File: config.mk
export PLATFORM = sky130hd
export DESIGN_NAME = serial_sub
export DESIGN_NICKNAME = d
export VERILOG_FILES = /design/src/rtl/serial_sub.sv
export SDC_FILE = /design/constraint.sdc
export NUM_CORES = 1
export LEC_CHECK = 0
export ABC_AREA = 0
export CAP_MARGIN = 20
export CORE_ASPECT_RATIO = 0.75
export CORE_MARGIN = 10
export CORE_UTILIZATION = 52
export DETAILED_ROUTE_END_ITERATION = 7
export PLACE_DENSITY = 0.85
export SYNTH_ARGS = -nofsm -noshare
export SYNTH_HDL_FRONTEND = slang
export SYNTH_SLANG_ARGS = --single-unit
File: constraint.sdc
create_clock -name clk -period 1.89 [get_ports clk]
set_clock_uncertainty 0.15 [all_clocks]
set_input_delay 0.189 -clock clk [delete_from_list [all_inputs] [get_ports clk]]
set_output_delay 0.189 -clock clk [all_outputs]
set_load 0.05 [all_outputs]
File: src/rtl/serial_sub.sv
// Bit-serial subtractor: diff = a - b - bin, one bit per clock, LSB first.
// Optional signed-overflow output enabled by defining SERIAL_SUB_OVF_EN.
module serial_sub #(
    parameter int WIDTH = 4
) (
    input  logic             clk,
    input  logic             rst,
    input  logic             start,
    input  logic [WIDTH-1:0] a,
    input  logic [WIDTH-1:0] b,
    input  logic             bin,
    output logic             ready,
    output logic [WIDTH-1:0] diff,
    output logic             bout,
    output logic             valid
`ifdef SERIAL_SUB_OVF_EN
    ,
    output logic             ovf
`endif
);

    // state  | meaning
    // S_IDLE | ready=1, waiting for start
    // S_SHIFT| one operand bit processed per cycle, counter 0..WIDTH-1
    typedef enum logic {S_IDLE, S_SHIFT} state_t;

    localparam int CW = $clog2(WIDTH);
    localparam logic [CW-1:0] LAST = CW'(WIDTH - 1);

    state_t           state_q, state_d;
    logic [CW-1:0]    cnt_q;
    logic [WIDTH-1:0] a_q, b_q, res_q, res_d;
    logic [WIDTH-1:0] diff_q;
    logic             br_q, br_d;
    logic             bout_q, valid_q;
    logic             d_bit, last_bit, accept;

`ifdef SERIAL_SUB_OVF_EN
    logic a_msb_q, b_msb_q, ovf_q;
`endif

    always_ff @(posedge clk) begin
        if (rst) state_q <= S_IDLE;
        else     state_q <= state_d;
    end

    always_comb begin
        state_d = state_q;
        case (state_q)
            S_IDLE:  if (start)    state_d = S_SHIFT;
            S_SHIFT: if (last_bit) state_d = S_IDLE;
            default:               state_d = S_IDLE;
        endcase
    end

    always_comb begin
        ready = (state_q == S_IDLE);
    end

    assign accept   = ready && start;
    assign last_bit = (state_q == S_SHIFT) && (cnt_q == LAST);

    // Full-subtractor cell on the current LSBs of the operand shift registers.
    assign d_bit = a_q[0] ^ b_q[0] ^ br_q;
    assign br_d  = (~a_q[0] & b_q[0]) | (~(a_q[0] ^ b_q[0]) & br_q);
    assign res_d = {d_bit, res_q[WIDTH-1:1]};

    always_ff @(posedge clk) begin
        if (rst) begin
            cnt_q   <= '0;
            a_q     <= '0;
            b_q     <= '0;
            res_q   <= '0;
            br_q    <= 1'b0;
            diff_q  <= '0;
            bout_q  <= 1'b0;
            valid_q <= 1'b0;
`ifdef SERIAL_SUB_OVF_EN
            a_msb_q <= 1'b0;
            b_msb_q <= 1'b0;
            ovf_q   <= 1'b0;
`endif
        end else begin
            valid_q <= 1'b0;
            if (accept) begin
                a_q   <= a;
                b_q   <= b;
                br_q  <= bin;
                cnt_q <= '0;
                res_q <= '0;
`ifdef SERIAL_SUB_OVF_EN
                a_msb_q <= a[WIDTH-1];
                b_msb_q <= b[WIDTH-1];
`endif
            end else if (state_q == S_SHIFT) begin
                a_q   <= a_q >> 1;
                b_q   <= b_q >> 1;
                br_q  <= br_d;
                res_q <= res_d;
                cnt_q <= cnt_q + CW'(1);
                if (last_bit) begin
                    diff_q  <= res_d;
                    bout_q  <= br_d;
                    valid_q <= 1'b1;
`ifdef SERIAL_SUB_OVF_EN
                    // d_bit is the result MSB on the final edge.
                    ovf_q <= (a_msb_q ^ b_msb_q) & (d_bit ^ a_msb_q);
`endif
                end
            end
        end
    end

    assign diff  = diff_q;
    assign bout  = bout_q;
    assign valid = valid_q;
`ifdef SERIAL_SUB_OVF_EN
    assign ovf   = ovf_q;
`endif

endmodule
-- Yosys cells after proc, flatten, opt, wreduce, memory -nomap -nowiden
Cells that the tools add are included.
- output and inout bits: 7
- input bits: 12
- bits in registers: 22
- mux-type cells: 10
- equality and inequality tests: 1
- reduce and logical (&&, ||, !) cells: 6
- add/subtract/negate cells: 1
- bitwise operators: 9
- operator list (operator ; number):
    $mux W4 ; 4
    $mux W1 ; 5
    $not A1 Y1 ; 4
    $reduce_and A3 Y1 ; 1
    $reduce_or A3 Y1 ; 1
    $add A2 B1 Y2 const B ; 1
    $and A1 B1 Y1 ; 2
    $eq A2 B2 Y1 const B ; 1
    $logic_and A1 B1 Y1 ; 2
    $pmux W1 S2 ; 1
    $reduce_bool A2 Y1 ; 1
    $reduce_or A2 Y1 ; 1
    $xor A1 B1 Y1 ; 2
    $or A1 B1 Y1 ; 1

-- Logic depth before layout (Yosys ltp)
- word-level depth: 6
- gate-level depth with buffers: 4

-- Worst setup path after synthesis
Ideal clock, no wire load.
- path kind: reg-to-reg
- from: register b_q[0]
- to: register diff_q[3] (netlist: diff[3])
- cell stages (with the launch flop): 5
- arrival: 1034 ps
- required time: 1670 ps
- slack: 635 ps
- period minus slack after synthesis: 1255 ps
- library setup time: 70 ps
- cell sequence: dfxtp_1 > inv_1 > fa_1 > nand3_1 > a21oi_1
- word-level cells in the longest chain between the ends: 2
- ends and longest elaborated chain (element ; RTL line ; text):
    from (decl) ; 32 ; logic [WIDTH-1:0] a_q, b_q, res_q, res_d;
    from (signal assigned) ; 97 ; b_q <= b_q >> 1;
    $xor A1 B1 Y1 (2 in a row) ; 64 ; assign d_bit = a_q[0] ^ b_q[0] ^ br_q;
    named net d_bit ; 36 ; logic d_bit, last_bit, accept;
    to (signal assigned) ; 102 ; diff_q <= res_d;
    to (decl) ; 33 ; logic [WIDTH-1:0] diff_q;
The timed path passes the listed nets, and every way through them passes these cells.
A chain may end at the register's enable or synchronous reset.

-- Worst setup path after layout
- from: register bout_q (netlist: bout)
- to: output port bout
- RTL lines (element ; RTL line ; text):
    from (decl) ; 35 ; logic bout_q, valid_q;
    from (signal assigned) ; 103 ; bout_q <= br_d;
    to (decl) ; 14 ; output logic bout,
No word-level cell between the ends.

==> flow_metrics.py <==
metrics = {
    "outcome": {
        "status": "completed",
    },
    "logic_synthesis": {
        "synth_edf_count": 0,
        "synthArstFlopShare_pct": 0,
        "yosys.area.top_type": "dfxtp_1",
        "synthesis.area_um2": 913.4,
        "yosys_warnings": 0,
        "syn_inst": 92,
        "postSynthAreaPerCell_um2": 9.928,
        "synth.top_cells.by_area": "dfxtp_1 (46%), mux2i_1 (9.9%), a21oi_1 (6.6%)",
        "yosys.cell_count.top_type": "dfxtp_1",
        "ys_types": 22,
        "ys_ff_latch": 21,
        "syn_nets": 106,
        "synth_seq_area_share_pct": 46.03,
        "synth_flop_cell": "dfxtp_1",
        "yosysTopAreaCellShare_pct": 46.03,
        "synthTopCellsByCount": "dfxtp_1 (21), a21oi_1 (12), mux2i_1 (9)",
    },
    "hold_path": {
        "min_from": "res_q[3]$_SDFFE_PP0P_",
        "min_path_type": "reg -> reg",
    },
    "finish": {
        "finalNetCount": 125,
        "n_antenna_cell": 0,
        "fin_area_um2": 1136,
        "stdcell_count": 132,
        "utilization_pct": 67.16,
        "syn_to_final_growth_pct": 24.38,
        "drive_gt1_share_pct": 15.45,
    },
    "timing": {
        "fmax_ghz": 0.5533,
        "rsz0062_at_grt": "false",
        "setup_viol": 0,
        "worst_pin_slew_ns": 0.5074,
        "post-route-period-util_pct": 95.62,
        "period_needed_ns": 1.807,
        "hold_viol": 0,
        "finalMaxSlewViolations": 0,
        "max_slew_margin_pct": 66.07,
        "tns_ns": 0,
    },
    "clocking": {
        "cts_tree": "built",
        "clk_latency_ns": 0.31,
        "numClockSinks": 21,
        "cts-root-buf": "clkbuf_4",
        "cts_buffer_depth": 2,
        "postCtsSetupRepairBufs": 0,
        "htreeDepth": 1,
        "hold_buffers": 0,
        "cts.clk_slew.worst_paths_ns": 0.12,
        "cts-buffers-inserted": 3,
        "cts-resized-gates": 0,
    },
    "die": {
        "rows": 13,
        "die_y_um": 56.30,
        "boundaryPins": 19,
        "dieArea_um2": 3850,
        "core_um2": 1692,
        "die_x_um": 68.40,
        "start_util_pct": 53.99,
    },
    "worst_setup_path": {
        "cp.arrival_ns": 1.47,
        "cp-endpoint": "bout",
        "path_buf_inv": 1,
        "r2r-start": "state_q$_SDFF_PP0_",
        "cp-end-kind": "primary output",
        "cp.depth": 1,
        "reg2regPathDepth": 3,
        "crit_type": "reg -> out",
        "reg2reg_slack_ns": 0.42,
        "rr_endpoint": "cnt_q[1]$_SDFFE_PP0P_",
        "slowest_delay_ns": 0.81,
        "cp.required_ns": 1.55,
        "cp-startpoint": "bout$_SDFFE_PP0P_",
        "path_cells": "clkdlybuf4s50_1",
        "start_kind": "flip-flop",
        "crit_path_max_fanout": 2,
        "cp_slowest_cell": "clkdlybuf4s50_1",
        "crit_family": "buffers and inverters",
    },
    "global_routing": {
        "grt_pass1_wl_um": 3077,
        "grt_max_degree": 25,
        "grt_usage_pct": 10.06,
        "grt_pass1_vias": 686,
        "grt_antenna_before_repair": 0,
        "grt_overflow_total": 0,
    },
    "detailed_routing": {
        "drc": 0,
        "postRouteAntennaNets": 0,
        "viasPerCell": 5.288,
        "drt_iter0_drc": 26,
        "dr.pass1.iters": 4,
        "post_drt_wl_per_cell_um": 13.36,
        "num_vias": 698,
        "wl_um": 1764,
    },
    "job": {
        "maxCapViolations": 0,
    },
    "placement": {
        "post_dp_cell_area_um2": 1109,
        "io_buffers": 18,
        "gp_congestion": 0.6937,
        "hpwl_um": 1352,
        "place_inst": 128,
    },
    "power": {
        "power_w": 0.0008272,
        "p_leak_nw": 0.4385,
        "ir_drop_mv": 0.4849,
        "powerDensity_nw_per_um2": 728.1,
    },
}
==> area by class of cell <==
class / count / area [um^2]
multi-input cells: 61 / 436.7
inverters: 3 / 11.26
clock inverters: 1 / 5.005
well taps: 22 / 27.53
flip-flops and latches: 21 / 420.4
repair buffers: 21 / 212.7
clock buffers: 3 / 22.52
fillers: 142 / 555.5
==> cells by family (layout without fill, tap and decap cells) <==
kind of cell,after synthesis,count (layout),synth area share [%]
adder cells (fa/ha/maj),2,2,3.562
flip-flops,21,21,46.03
multiplexers,9,9,9.863
AO/OA/AOI/OAI,24,24,17.67
AND/OR/NAND/NOR,26,26,16.71
buffers and inverters,10,28,6.164
==> layout by cell type (no fill, tap or decap) <==
master	count
a21oi_1	12
inv_1	2
or3b_2	4
nand2b_1	3
nor3_1	2
buf_12	1
nor2_1	1
buf_4	3
clkbuf_4	3
nand3_1	4
fa_1	1
nor2b_1	6
inv_2	1
clkdlybuf4s50_1	17
a21o_1	1
or3b_1	1
a311oi_1	1
a211oi_1	6
dfxtp_1	21
clkinv_2	1
mux2i_1	9
ha_1	1
nand2_1	5
a21bo_2	4
==> how the worst min path moves through the flow <==
stage | to | slack, ns | depth (start not counted)
after floorplan | br_q$_SDFFE_PP0P_ | 0.18 | 2
after detailed placement | res_q[2]$_SDFFE_PP0P_ | 0.31 | 2
after global placement | diff[0]$_SDFFE_PP0P_ | 0.31 | 2
final | res_q[2]$_SDFFE_PP0P_ | 0.32 | 2
after CTS | res_q[2]$_SDFFE_PP0P_ | 0.32 | 2
after global routing | res_q[1]$_SDFFE_PP0P_ | 0.36 | 2
==> sequential cells by signal (all words and copies together) (netlist names) <==
| register | count |
|---|---|
| br_q | 1 |
| diff | 4 |
| b_q | 4 |
| bout | 1 |
| cnt_q | 2 |
| res_q | 3 |
| a_q | 4 |
| state_q | 1 |
| valid | 1 |
==> through the flow <==
stage | worst slack (ns) | hold WS, ns
floorplan | 0.6355 | 0.1783
global placement | 0.3243 | 0.3097
detailed placement | 0.2719 | 0.3115
CTS | 0.06218 | 0.3195
global route | 0.02546 | 0.3598
finish | 0.08274 | 0.3185
==> report_power, final <==
| group | switching, W | internal, W | leakage [nW] |
|---|---|---|---|
| sequential | 0.0000172 | 0.000466 | 0.172 |
| combinational | 0.0000607 | 0.0000675 | 0.249 |
| clock | 0.000137 | 0.0000790 | 0.0177 |
| total | 0.000215 | 0.000612 | 0.438 |
==> per-layer routing <==
layer,part of all wire [%],global-route usage (%)
met1,44,11.66
met2,48,16.16
met3,6.8,5.149
met4,0.68,1.719
met5,0,0
No activity file was read; power rests on OpenSTA's default activity.
